==> config.mk <==
export PLATFORM = sky130hd
export DESIGN_NAME = game_ctrl
export DESIGN_NICKNAME = d
export VERILOG_FILES = /design/src/rtl/game_ctrl.sv
export SDC_FILE = /design/constraint.sdc
export NUM_CORES = 1
export LEC_CHECK = 0
export CORE_UTILIZATION = 50
export DETAILED_ROUTE_END_ITERATION = 10
export GPL_TIMING_DRIVEN = 0
export MAX_ROUTING_LAYER = met4
export PLACE_DENSITY = 0.85
export SLEW_MARGIN = 10
export SYNTH_ARGS = -nofsm -noshare
export SYNTH_HDL_FRONTEND = slang
export SYNTH_SLANG_ARGS = --single-unit
==> constraint.sdc <==
create_clock -name clk -period 2.7 [get_ports clk]
set_clock_uncertainty 0.15 [all_clocks]
set_input_delay 0.54 -clock clk [delete_from_list [all_inputs] [get_ports clk]]
set_output_delay 0.54 -clock clk [all_outputs]
set_load 0.05 [all_outputs]
==> src/rtl/game_ctrl.sv <==
// Round sequencer for the two-player bomb game: menu, countdown,
// play/pause, result hold, round timer and player key gating.
module game_ctrl #(
  parameter int unsigned ROUND_SEC = 120,
  parameter int unsigned COUNT_SEC = 3,
  parameter int unsigned OVER_SEC  = 5
) (
  input  logic       clk,
  input  logic       rst_n,
  input  logic       i_start,
  input  logic       i_select,
  input  logic [1:0] i_opt,
  input  logic       i_tick,
  input  logic       i_dead_1,
  input  logic       i_dead_2,
  input  logic [2:0] direction_1,
  input  logic       in_valid_1,
  input  logic [2:0] direction_2,
  input  logic       in_valid_2,
  output logic [2:0] o_state,
  output logic       o_opt_start,
  output logic [1:0] o_map,
  output logic [3:0] o_count,
  output logic [7:0] o_time,
  output logic [1:0] o_winner,
  output logic [2:0] o_dir_1,
  output logic       o_valid_1,
  output logic [2:0] o_dir_2,
  output logic       o_valid_2
);

  typedef enum logic [2:0] {
    S_IDLE  = 3'd0,
    S_MENU  = 3'd1,
    S_COUNT = 3'd2,
    S_PLAY  = 3'd3,
    S_PAUSE = 3'd4,
    S_OVER  = 3'd5
  } state_e;

  localparam logic [2:0] K_STOP = 3'd4;
  localparam logic [2:0] K_BBB  = 3'd5;
  localparam logic [7:0] T_INIT = 8'(ROUND_SEC);
  localparam logic [3:0] C_INIT = 4'(COUNT_SEC);
  localparam logic [3:0] H_INIT = 4'(OVER_SEC);

  state_e     state_q;
  logic       ost_q;
  logic [1:0] map_q;
  logic [3:0] cnt_q;
  logic [7:0] time_q;
  logic [1:0] win_q;
  logic [3:0] hold_q;
  logic [2:0] dir1_q;
  logic       v1_q;
  logic [2:0] dir2_q;
  logic       v2_q;
  logic       pv1_q;
  logic       sel_q;

  logic sel_rise;
  logic bbb_1;

  assign sel_rise = i_select & ~sel_q;
  // prev valid resets high so a key held through reset is no press
  assign bbb_1 = in_valid_1 & ~pv1_q & (direction_1 == K_BBB);

  always_ff @(posedge clk or negedge rst_n) begin
    if (!rst_n) begin
      state_q <= S_IDLE;
      ost_q   <= 1'b0;
      map_q   <= '0;
      cnt_q   <= '0;
      time_q  <= '0;
      win_q   <= '0;
      hold_q  <= '0;
      dir1_q  <= '0;
      v1_q    <= 1'b0;
      dir2_q  <= '0;
      v2_q    <= 1'b0;
      pv1_q   <= 1'b1;
      sel_q   <= 1'b0;
    end else begin
      pv1_q  <= in_valid_1;
      sel_q  <= i_select;
      ost_q  <= 1'b0;
      dir1_q <= K_STOP;
      v1_q   <= 1'b0;
      dir2_q <= K_STOP;
      v2_q   <= 1'b0;
      unique case (state_q)
        S_IDLE: begin
          if (i_start) begin
            state_q <= S_MENU;
            ost_q   <= 1'b1;
            win_q   <= 2'd0;
          end
        end
        S_MENU: begin
          if (sel_rise) begin
            map_q   <= i_opt;
            cnt_q   <= C_INIT;
            state_q <= S_COUNT;
          end
        end
        S_COUNT: begin
          if (i_tick) begin
            if (cnt_q <= 4'd1) begin
              cnt_q   <= 4'd0;
              time_q  <= T_INIT;
              state_q <= S_PLAY;
            end else begin
              cnt_q <= cnt_q - 4'd1;
            end
          end
        end
        S_PLAY: begin
          if (i_dead_1 || i_dead_2) begin
            win_q   <= {~i_dead_2, ~i_dead_1} ^ 2'b11 ^ 2'b00;
            win_q   <= i_dead_1 && i_dead_2 ? 2'd3 :
                       i_dead_1 ? 2'd2 : 2'd1;
            hold_q  <= H_INIT;
            state_q <= S_OVER;
          end else if (i_tick && time_q == 8'd1) begin
            time_q  <= 8'd0;
            win_q   <= 2'd3;
            hold_q  <= H_INIT;
            state_q <= S_OVER;
          end else if (bbb_1) begin
            state_q <= S_PAUSE;
          end else begin
            if (i_tick && time_q != 8'd0)
              time_q <= time_q - 8'd1;
            dir1_q <= direction_1;
            v1_q   <= in_valid_1;
            dir2_q <= direction_2;
            v2_q   <= in_valid_2;
          end
        end
        S_PAUSE: begin
          if (bbb_1)
            state_q <= S_PLAY;
        end
        S_OVER: begin
          if (i_tick) begin
            if (hold_q <= 4'd1) begin
              hold_q  <= 4'd0;
              state_q <= S_IDLE;
            end else begin
              hold_q <= hold_q - 4'd1;
            end
          end
        end
        default: state_q <= S_IDLE;
      endcase
    end
  end

  assign o_state     = state_q;
  assign o_opt_start = ost_q;
  assign o_map       = map_q;
  assign o_count     = cnt_q;
  assign o_time      = time_q;
  assign o_winner    = win_q;
  assign o_dir_1     = dir1_q;
  assign o_valid_1   = v1_q;
  assign o_dir_2     = dir2_q;
  assign o_valid_2   = v2_q;

endmodule

# After elaboration in Yosys (flattened, before gate mapping)
# Index checks and enable logic that the tools add are counted.
[op_classes]
div_mod_pow = 0
reduce_logical = 16
muxes = 51
n_bitwise = 5
n_lt_le_gt_ge = 2
n_eq_ne = 19
n_shift = 0
mul = 0
add_sub_neg = 3
[ops]
columns = ["cell", "count"]
rows = [
  ["2-to-1 mux 3 bit", 18],
  ["2-to-1 mux 8 bit", 6],
  ["2-to-1 mux 4 bit", 7],
  ["case mux 3 bit (6 select lines)", 1],
  ["inequality test 2 bit (second input constant)", 8],
  ["case mux 4 bit (2 select lines)", 2],
  ["case mux 8 bit (2 select lines)", 1],
  ["2-to-1 mux 1 bit", 10],
  ["2-to-1 mux 2 bit", 5],
  ["equality test 3 bit (second input constant)", 3],
  ["inequality test 3 bit (second input constant)", 3],
  ["AND reduction 3 bit", 3],
  ["equality test 8 x 1 -> 1 bit (second input constant)", 1],
  ["<= comparator 4 x 1 -> 1 bit (second input constant)", 2],
  ["AND reduction 8 bit", 1],
  ["nonzero test 2 bit", 4],
  ["nonzero test 8 bit", 1],
  ["subtractor 4 x 1 -> 4 bit (second input constant)", 2],
  ["subtractor 8 x 1 -> 8 bit (second input constant)", 1],
  ["equality test 3 x 2 -> 1 bit (second input constant)", 2],
  ["AND reduction 6 bit", 1],
  ["inequality test 4 bit (second input constant)", 1],
  ["case mux 2 bit (2 select lines)", 1],
  ["bitwise AND 1 bit", 3],
  ["6 further kinds", 9],
]
[word_totals]
inputBits = 17
memories = 0
output_inout_bits = 28
ff_bits = 34
rom_bits = 0
ram_bits = 0
latch_bits = 0
word_cells = 109

# Longest topological paths before layout
# Gate-level depths: netlist of the first run.
[logic_depth]
ltp_word = 7
ltp_mapped = 8
depth_no_buf = 7

# Worst setup path before layout of the first run
# OpenSTA, ideal clock, no wires.
[synth_timing]
path_type = "register to register"
start = "register cnt_q[1] (netlist: o_count[1])"
end = "register state_q[0] (netlist: o_state[0])"
setup_time_ns = 0.128
n_path_buf = 0
arrival_time_ns = 2.396
path_stages_with_launch = 8
period_less_slack_ns = 2.673
required_ns = 2.422
setup_slack_ns = 0.027
cell_sequence = "dfrtp_1 -> inv_1 -> ha_1 -> nor2_1 -> or4b_1 -> a221oi_2 -> or3b_1 -> mux2_1"
[synth_via]
elab_chain_len = 3
[synth_rtl]
columns = ["item", "line", "source"]
rows = [
  ["start, declared", "50", "logic [3:0] cnt_q;"],
  ["start signal, assigned", "113", "cnt_q <= cnt_q - 4'd1;"],
  ["<= comparator 4 x 1 -> 1 bit", "108", "if (cnt_q <= 4'd1) begin"],
  ["inequality test 2 bit (no line)", "n/a", ""],
  ["AND reduction 8 bit (no line)", "n/a", ""],
  ["end signal, assigned", "103", "state_q <= S_COUNT;"],
  ["end signal, assigned", "111", "state_q <= S_PLAY;"],
  ["end signal, assigned", "123", "state_q <= S_OVER;"],
  ["end, declared", "47", "state_e state_q;"],
]
# Every way passes these cells.
# A chain may end at the register's enable or synchronous reset.

# Worst setup path in the final report of the first run
[layout_timing]
start = "register cnt_q[0] (netlist: o_count[0])"
end = "register state_q[0] (netlist: o_state[0])"
# The elaborated chain is that of the path after synthesis.

==> results of run 1 <==
## through the flow
stage,instances,TNS [ns]
after floorplan,199,0
after global placement,291,-0.466
after detailed placement,291,-0.512
after CTS,299,0
after global routing,299,0
final,299,0
## cell type report
| class | count | area [um2] |
|---|---|---|
| Buffer | 7 | 31.3 |
| Clock buffer | 5 | 68.8 |
| Clock inverter | 3 | 40.0 |
| Fill cell | 312 | 1140 |
| Inverter | 10 | 37.5 |
| Multi-Input combinational cell | 148 | 1020 |
| Sequential cell | 34 | 853 |
| Tap cell | 48 | 60.1 |
| Timing Repair Buffer | 44 | 438 |
## registers in the layout, summed over array words and instances, names as in the netlist
signal,count
sel_q,1
o_winner,2
o_valid_2,1
o_opt_start,1
o_dir_1,3
o_time,8
o_count,4
o_dir_2,3
o_state,3
o_valid_1,1
pv1_q,1
hold_q,4
o_map,2
## logic make-up after synthesis
family                   after synthesis  share of synthesized area [%]
AO/OA/AOI/OAI                         52                           19.1
adder cells (fa/ha/maj)                7                           4.54
buffers and inverters                 17                           3.57
flip-flops                            34                           44.2
multiplexers                           3                           1.75
AND/OR/NAND/NOR                       86                           26.9
## layer usage
metal	track usage [%]	up-vias
met4	9.17	0
met3	5.71	11
li1	-	823
met1	26.9	809
met5	-	-
met2	39.4	57
## synth_stat cells (all sizes together), types with 2 or more instances
master / instances / share of area (%)
nand2: 15 / 2.9
o31ai: 3 / 1.2
dfrtp: 33 / 43
a211o: 2 / 0.91
a21oi: 9 / 2.3
and3b: 2 / 0.91
mux2: 3 / 1.8
and3: 2 / 0.65
ha: 7 / 4.5
buf: 2 / 0.65
nor4: 3 / 2.1
or4: 3 / 1.2
nor3: 4 / 1.0
or3: 2 / 0.65
a31oi: 3 / 0.97
nand2b: 8 / 2.6
o41ai: 2 / 1.3
clkbuf: 5 / 0.97
o21ai: 19 / 4.9
nor2: 19 / 3.7
inv: 10 / 1.9
and2: 6 / 1.9
nor3b: 4 / 1.6
nand3b: 5 / 2.1
nand3: 3 / 1.0
or3b: 3 / 1.6
## cell usage in the layout (no fill, tap or decap), types with 3 or more instances in the layout
cell,n
ha_1,7
or4_1,3
nand2b_1,8
nand2_1,15
a31oi_1,3
nor3_1,3
clkdlybuf4s50_1,42
and2_1,6
clkbuf_8,5
inv_1,10
o21ai_0,17
a21oi_1,9
nor2_1,19
nor3b_1,4
dfrtp_1,32
o31ai_1,3
nand3b_1,4
clkbuf_1,5
## report_power, final
part | switching (mW) | total, mW | internal [mW]
clock network | 0.187 | 0.458 | 0.271
registers | 0.202 | 0.874 | 0.672
logic | 1.05 | 1.68 | 0.630
## worst reg2reg max path, stage by stage (launching register included)
cell and delay (ns):
dfrtp_2 0.44, inv_1 0.08, ha_1 0.20, nor2_1 0.09, or4b_1 0.50, a221oi_2 0.27
or3b_1 0.40, mux2_1 0.33
## worst max-delay path by stage
stage               slack (ns)                endpoint  cells past startpoint
global route             0.002  o_state[0]$_DFFE_PN0P_                      7
floorplan                 0.03  o_state[0]$_DFFE_PN0P_                      7
global placement         -0.23  o_state[0]$_DFFE_PN0P_                      7
finish                    0.11  o_state[0]$_DFFE_PN0P_                      7
CTS                       0.05  o_state[0]$_DFFE_PN0P_                      7
detailed placement       -0.25  o_state[0]$_DFFE_PN0P_                      7
==> metrics.csv, run 1 <==
stage;metric;value;unit
timing;setup slack after layout;0.107;ns
setup_path;Top Family by Delay on Critical Path;simple AND/OR/NAND/NOR gates;
synth;sequential element share of the synthesized area;44.2;%
floorplan;Core ar.;3690;um2
synth;Synth async-reset ratio;100;%
timing;Slew @ Worst Pin;0.751;ns
setup_path;CP required;2.72;ns
floorplan;DIE AREA;4110;um2
floorplan;Site Rows;22;
final_layout;Final Cell Area;2550;um2
clock_tree;post-CTS sizing;0;
timing;RSZ-0062 raised after global routing;false;
synth;Mapped Nets;223;
routing;Highest Signal Layer;met4;
clock_tree;Setup Buffers After CTS;0;
clock_tree;TritonCTS buffer count;5;
floorplan;Die Y;64.1;um
routing;routed vias;1700;
final_layout;area grow syn2layout;32.1;%
setup_path;crit-path cells;inv_1 -> ha_1 -> nor2_1 -> or4b_1 -> a221oi_2 -> or3b_1 -> mux2_1;
timing;Period minus WS final;2.59;ns
clock_tree;maximum root-to-sink buffer count;2;
synth;Mapped Area;1930;um2
routing;met3 wire len;244;um
timing;Final setup viols;0;
setup_path;worst r2r path cells;7;
synth;top_reg_cell synth;dfrtp_1;
routing;wire per inst;14.1;um
clock_tree;H-Tree Depth;2;
worst_hold_path;Hold Path Class;in -> async;
global_route;initial antenna violation count;0;
timing;crit share post-route;96.0;%
global_route;pin count of the biggest net entering global routing;35;
power;Max IR drop VDD;0.810;mV
timing;FMAX;386;MHz
setup_path;Crit Path Category;reg -> reg;
synth;Yosys reg bits;34;
power;Power Total;3.01;mW
placed_design;post-DP HPWL;2990;um
synth;Synthesis Warnings;0;
floorplan;I/O pin count;45;
clock_tree;CTS tree;built;
routing;number of remaining DRC errors;0;
setup_path;max incr delay on CP;0.50;ns
global_route;global-route usage over all layers;23.4;%
final_layout;share of layout cells above drive strength 1;12.0;%
routing;ANT nets after route;0;
placed_design;DP Area;2420;um2
clock_tree;clk sink count;34;
placed_design;port bufs;44;
global_route;global route overflow;0;
placed_design;Place WS;-0.255;ns
timing;final hold vios;0;
synth;Yosys cell types;57;
run_status;outcome;finished clean;
synth;syn avg cell area;9.70;um2
clock_tree;Clock Latency Late Sink;0.29;ns
timing;final hold slack;0.162;ns
setup_path;Buf/Inv on CP;1;
routing;drt total wl;4230;um
setup_path;Worst Setup SP;o_count[0]$_DFFE_PN0P_;
setup_path;CP max-delay cell;or4b_1;
routing;Met1 Wirelength;1870;um
synth;Post-Syn Instances;199;
floorplan;chip width;64.1;um
global_route;wire length of the first global-routing pass;7080;um
clock_tree;hold buffer count at cts;0;
setup_path;CP Capture Type;register;
setup_path;Critical Path Source Type;register;
clock_tree;Clock transition at path regs;0.07;ns
setup_path;CP Max Fanout;6;
final_layout;n_diodes;0;
routing;Routed met2 length;2030;um
placed_design;Placer Congestion;0.879;
final_layout;# nets final;274;
synth;Post-synth EDFFs;0;
run;MaxCap Viol Count;0;
timing;worst rel slew slack;49.9;%
power;Power Density;1180;nW/um2
clock_tree;CTS root buf;clkbuf_8;
global_route;vias in the first global route;1620;
setup_path;Reg-to-Reg End;o_state[0]$_DFFE_PN0P_;
final_layout;final core utilization;69.1;%
setup_path;RR Startpoint;o_count[0]$_DFFE_PN0P_;
setup_path;R2R setup slack;0.11;ns
timing;Max Slew Vio Count;0;
routing;drt initial violations;181;
setup_path;Crit path arrival time;2.61;ns
floorplan;effective utilization at floorplan;52.3;%
routing;TritonRoute pass-1 iters;4;
power;LEAKAGE;1.08;nW
routing;vias per cell;5.69;
No activity file was read; power rests on OpenSTA's default activity.
==> inputs of run 2 (changes only) <==
Settings changed: CTS_BUF_LIST from default to sky130_fd_sc_hd__clkbuf_16.
==> run 2 against run 1 <==
Clock-buffer cell count did not move. Non-clock buffer count rose by 1. Flip-flop and latch count did not move. Global-route usage fell by 0.39 points. Utilization rose by 1.9 points. Wire length rose by 0.36%. First-iteration DRC count fell by 8.8%. Design area rose by 2.8%. Maximum frequency barely moved. Die area did not move. Critical endpoint unchanged. Largest power group unchanged.
==> metrics.csv, run 2 (synthesized netlist as in run 1, its figures left out) <==
stage;metric;value;unit
clock_tree;Clock transition at path regs;0.06;ns
routing;number of remaining DRC errors;0;
final_layout;share of layout cells above drive strength 1;11.9;%
setup_path;CP max-delay cell;or4b_1;
clock_tree;H-Tree Depth;2;
timing;Max Slew Vio Count;0;
setup_path;CP Max Fanout;6;
power;Power Total;3.21;mW
clock_tree;CTS tree;built;
setup_path;max incr delay on CP;0.51;ns
timing;crit share post-route;95.9;%
placed_design;DP Area;2420;um2
clock_tree;CTS root buf;clkbuf_16;
power;LEAKAGE;1.12;nW
timing;final hold vios;0;
worst_hold_path;Hold Path Class;in -> async;
timing;worst rel slew slack;50.8;%
timing;Final setup viols;0;
timing;Slew @ Worst Pin;0.738;ns
setup_path;worst r2r path cells;7;
setup_path;CP Capture Type;register;
routing;drt total wl;4240;um
setup_path;Top Family by Delay on Critical Path;simple AND/OR/NAND/NOR gates;
floorplan;Site Rows;22;
clock_tree;clk sink count;34;
floorplan;I/O pin count;45;
setup_path;Reg-to-Reg End;o_state[0]$_DFFE_PN0P_;
placed_design;Place WS;-0.255;ns
final_layout;commonest non-fill, non-tap cell in the layout;clkdlybuf4s50_1;
placed_design;Placer Congestion;0.879;
run;MaxCap Viol Count;0;
final_layout;Final Cell Area;2620;um2
routing;routed vias;1698;
routing;drt initial violations;165;
power;Max IR drop VDD;0.878;mV
global_route;global route overflow;0;
setup_path;instance count on the critical path;7;
global_route;wire length of the first global-routing pass;7080;um
final_layout;# nets final;275;
power;Power Density;1220;nW/um2
timing;RSZ-0062 raised after global routing;false;
final_layout;commonest non-fill, non-tap cells in the layout;clkdlybuf4s50_1 (42), dfrtp_1 (33), nor2_1 (19), o21ai_0 (17), nand2_1 (15);
setup_path;CP required;2.70;ns
setup_path;R2R setup slack;0.11;ns
timing;setup slack after layout;0.110;ns
final_layout;area grow syn2layout;35.8;%
setup_path;Crit path arrival time;2.59;ns
global_route;global-route usage over all layers;23.0;%
routing;vias per cell;5.66;
routing;TritonRoute pass-1 iters;4;
placed_design;port bufs;44;
setup_path;Buf/Inv on CP;1;
run_status;outcome;finished clean;
setup_path;CP Capture Point;o_state[0]$_DFFE_PN0P_;
routing;wire per inst;14.1;um
timing;FMAX;386;MHz
routing;ANT nets after route;0;
floorplan;chip width;64.1;um
setup_path;Crit Path Category;reg -> reg;
final_layout;n_diodes;0;
final_layout;max FFs per register;8;
setup_path;Critical Path Source Type;register;
clock_tree;Clock Latency Late Sink;0.28;ns
clock_tree;maximum root-to-sink buffer count;2;
floorplan;effective utilization at floorplan;52.3;%
floorplan;Die Y;64.1;um
global_route;pin count of the biggest net entering global routing;35;
clock_tree;TritonCTS buffer count;5;
floorplan;Core ar.;3690;um2
setup_path;RR Startpoint;o_count[0]$_DFFE_PN0P_;
floorplan;DIE AREA;4110;um2
setup_path;Worst Setup SP;o_count[0]$_DFFE_PN0P_;
setup_path;crit-path cells;inv_1 -> ha_1 -> nor2_1 -> or4b_1 -> a221oi_2 -> or3b_1 -> mux2_1;
global_route;vias in the first global route;1617;
global_route;initial antenna violation count;0;
timing;Period minus WS final;2.59;ns
placed_design;post-DP HPWL;2990;um
run 2: cell count changes in the layout (fill, tap and decap cells not counted):
cell,delta
clkbuf_16,+5
clkbuf_8,-5
buf_4,+1
dfrtp_1,+1
dfrtp_2,-1
nor4bb_2,-1
nor4bb_4,+1
run 2: repair_timing:
item / 4_1_cts / 5_1_grt
endpoints found under the setup margin: 0 / 2
gates resized for setup: 0 / 4
hold buffers: 0 / 0
setup buffers: 0 / 1
run 2: how the worst min path moves through the flow:
| stage | startpoint | to | cells after the start |
|---|---|---|---|
| floorplan | rst_n | hold_q[0]$_DFFE_PN0P_ | 0 |
| global placement | o_winner[1]$_DFFE_PN0P_ | o_winner[1]$_DFFE_PN0P_ | 2 |
| detailed placement | o_winner[0]$_DFFE_PN0P_ | o_winner[0]$_DFFE_PN0P_ | 2 |
| CTS | rst_n | o_time[2]$_DFFE_PN0P_ | 1 |
| global route | rst_n | o_time[2]$_DFFE_PN0P_ | 1 |
| finish | rst_n | o_time[0]$_DFFE_PN0P_ | 1 |
run 2: report_power, final:
group / internal [mW] / total, mW / leakage [nW] / switching (mW)
logic: 0.645 / 1.70 / 0.617 / 1.05
clock network: 0.431 / 0.636 / 0.0836 / 0.204
registers: 0.672 / 0.872 / 0.420 / 0.200
total: 1.75 / 3.21 / 1.12 / 1.46
run 2: layer usage:
metal,vias to the layer above,wire length (um),track usage [%]
met5,-,0,-
met2,46,2140,40.6
met4,0,53,5.00
li1,825,-,-
met3,8,189,5.00
met1,819,1860,26.9
run 2: cell type report:
cell class / count / area [um2]
Inverter: 10 / 37.5
Clock buffer: 5 / 125
Tap cell: 48 / 60.1
Clock inverter: 3 / 40.0
Timing Repair Buffer: 45 / 445
Fill cell: 303 / 1070
Sequential cell: 34 / 852
Multi-Input combinational cell: 148 / 1030
Buffer: 7 / 31.3
run 2: through the flow:
step                      util, %  cells  setup TNS [ns]  hold WS (ns)
after global routing         71.0    300               0         0.248
final                        71.0    300               0         0.172
after global placement       65.9    291          -0.466         0.338
after floorplan                 -    199               0        0.0944
after detailed placement     65.7    291          -0.512         0.347
after CTS                    70.2    299               0         0.215
run 2: worst reg2reg max path, stage by stage (launching register included):
cell and delay (ns):
dfrtp_1 0.43, inv_1 0.10, ha_1 0.20, nor2_1 0.09
or4b_1 0.51, a221oi_2 0.25, or3b_1 0.40, mux2_1 0.34
==> inputs of run 3 (changes only) <==
--- a/config.mk
+++ b/config.mk
@@ -9,2 +9,3 @@
 export CTS_BUF_LIST = sky130_fd_sc_hd__clkbuf_16
+export CTS_CLUSTER_DIAMETER = 120
 export DETAILED_ROUTE_END_ITERATION = 10
--- a/constraint.sdc
+++ b/constraint.sdc
@@ -4,2 +4,2 @@
 set_output_delay 0.54 -clock clk [all_outputs]
-set_load 0.05 [all_outputs]
+set_load 0.02 [all_outputs]
==> results of run 3 <==
The final DEF is identical to that of run 2. Status: finished clean.
Among the figures that moved: total power 3.21 mW -> 2.90 mW; worst IR drop on VDD 0.878 mV -> 0.706 mV
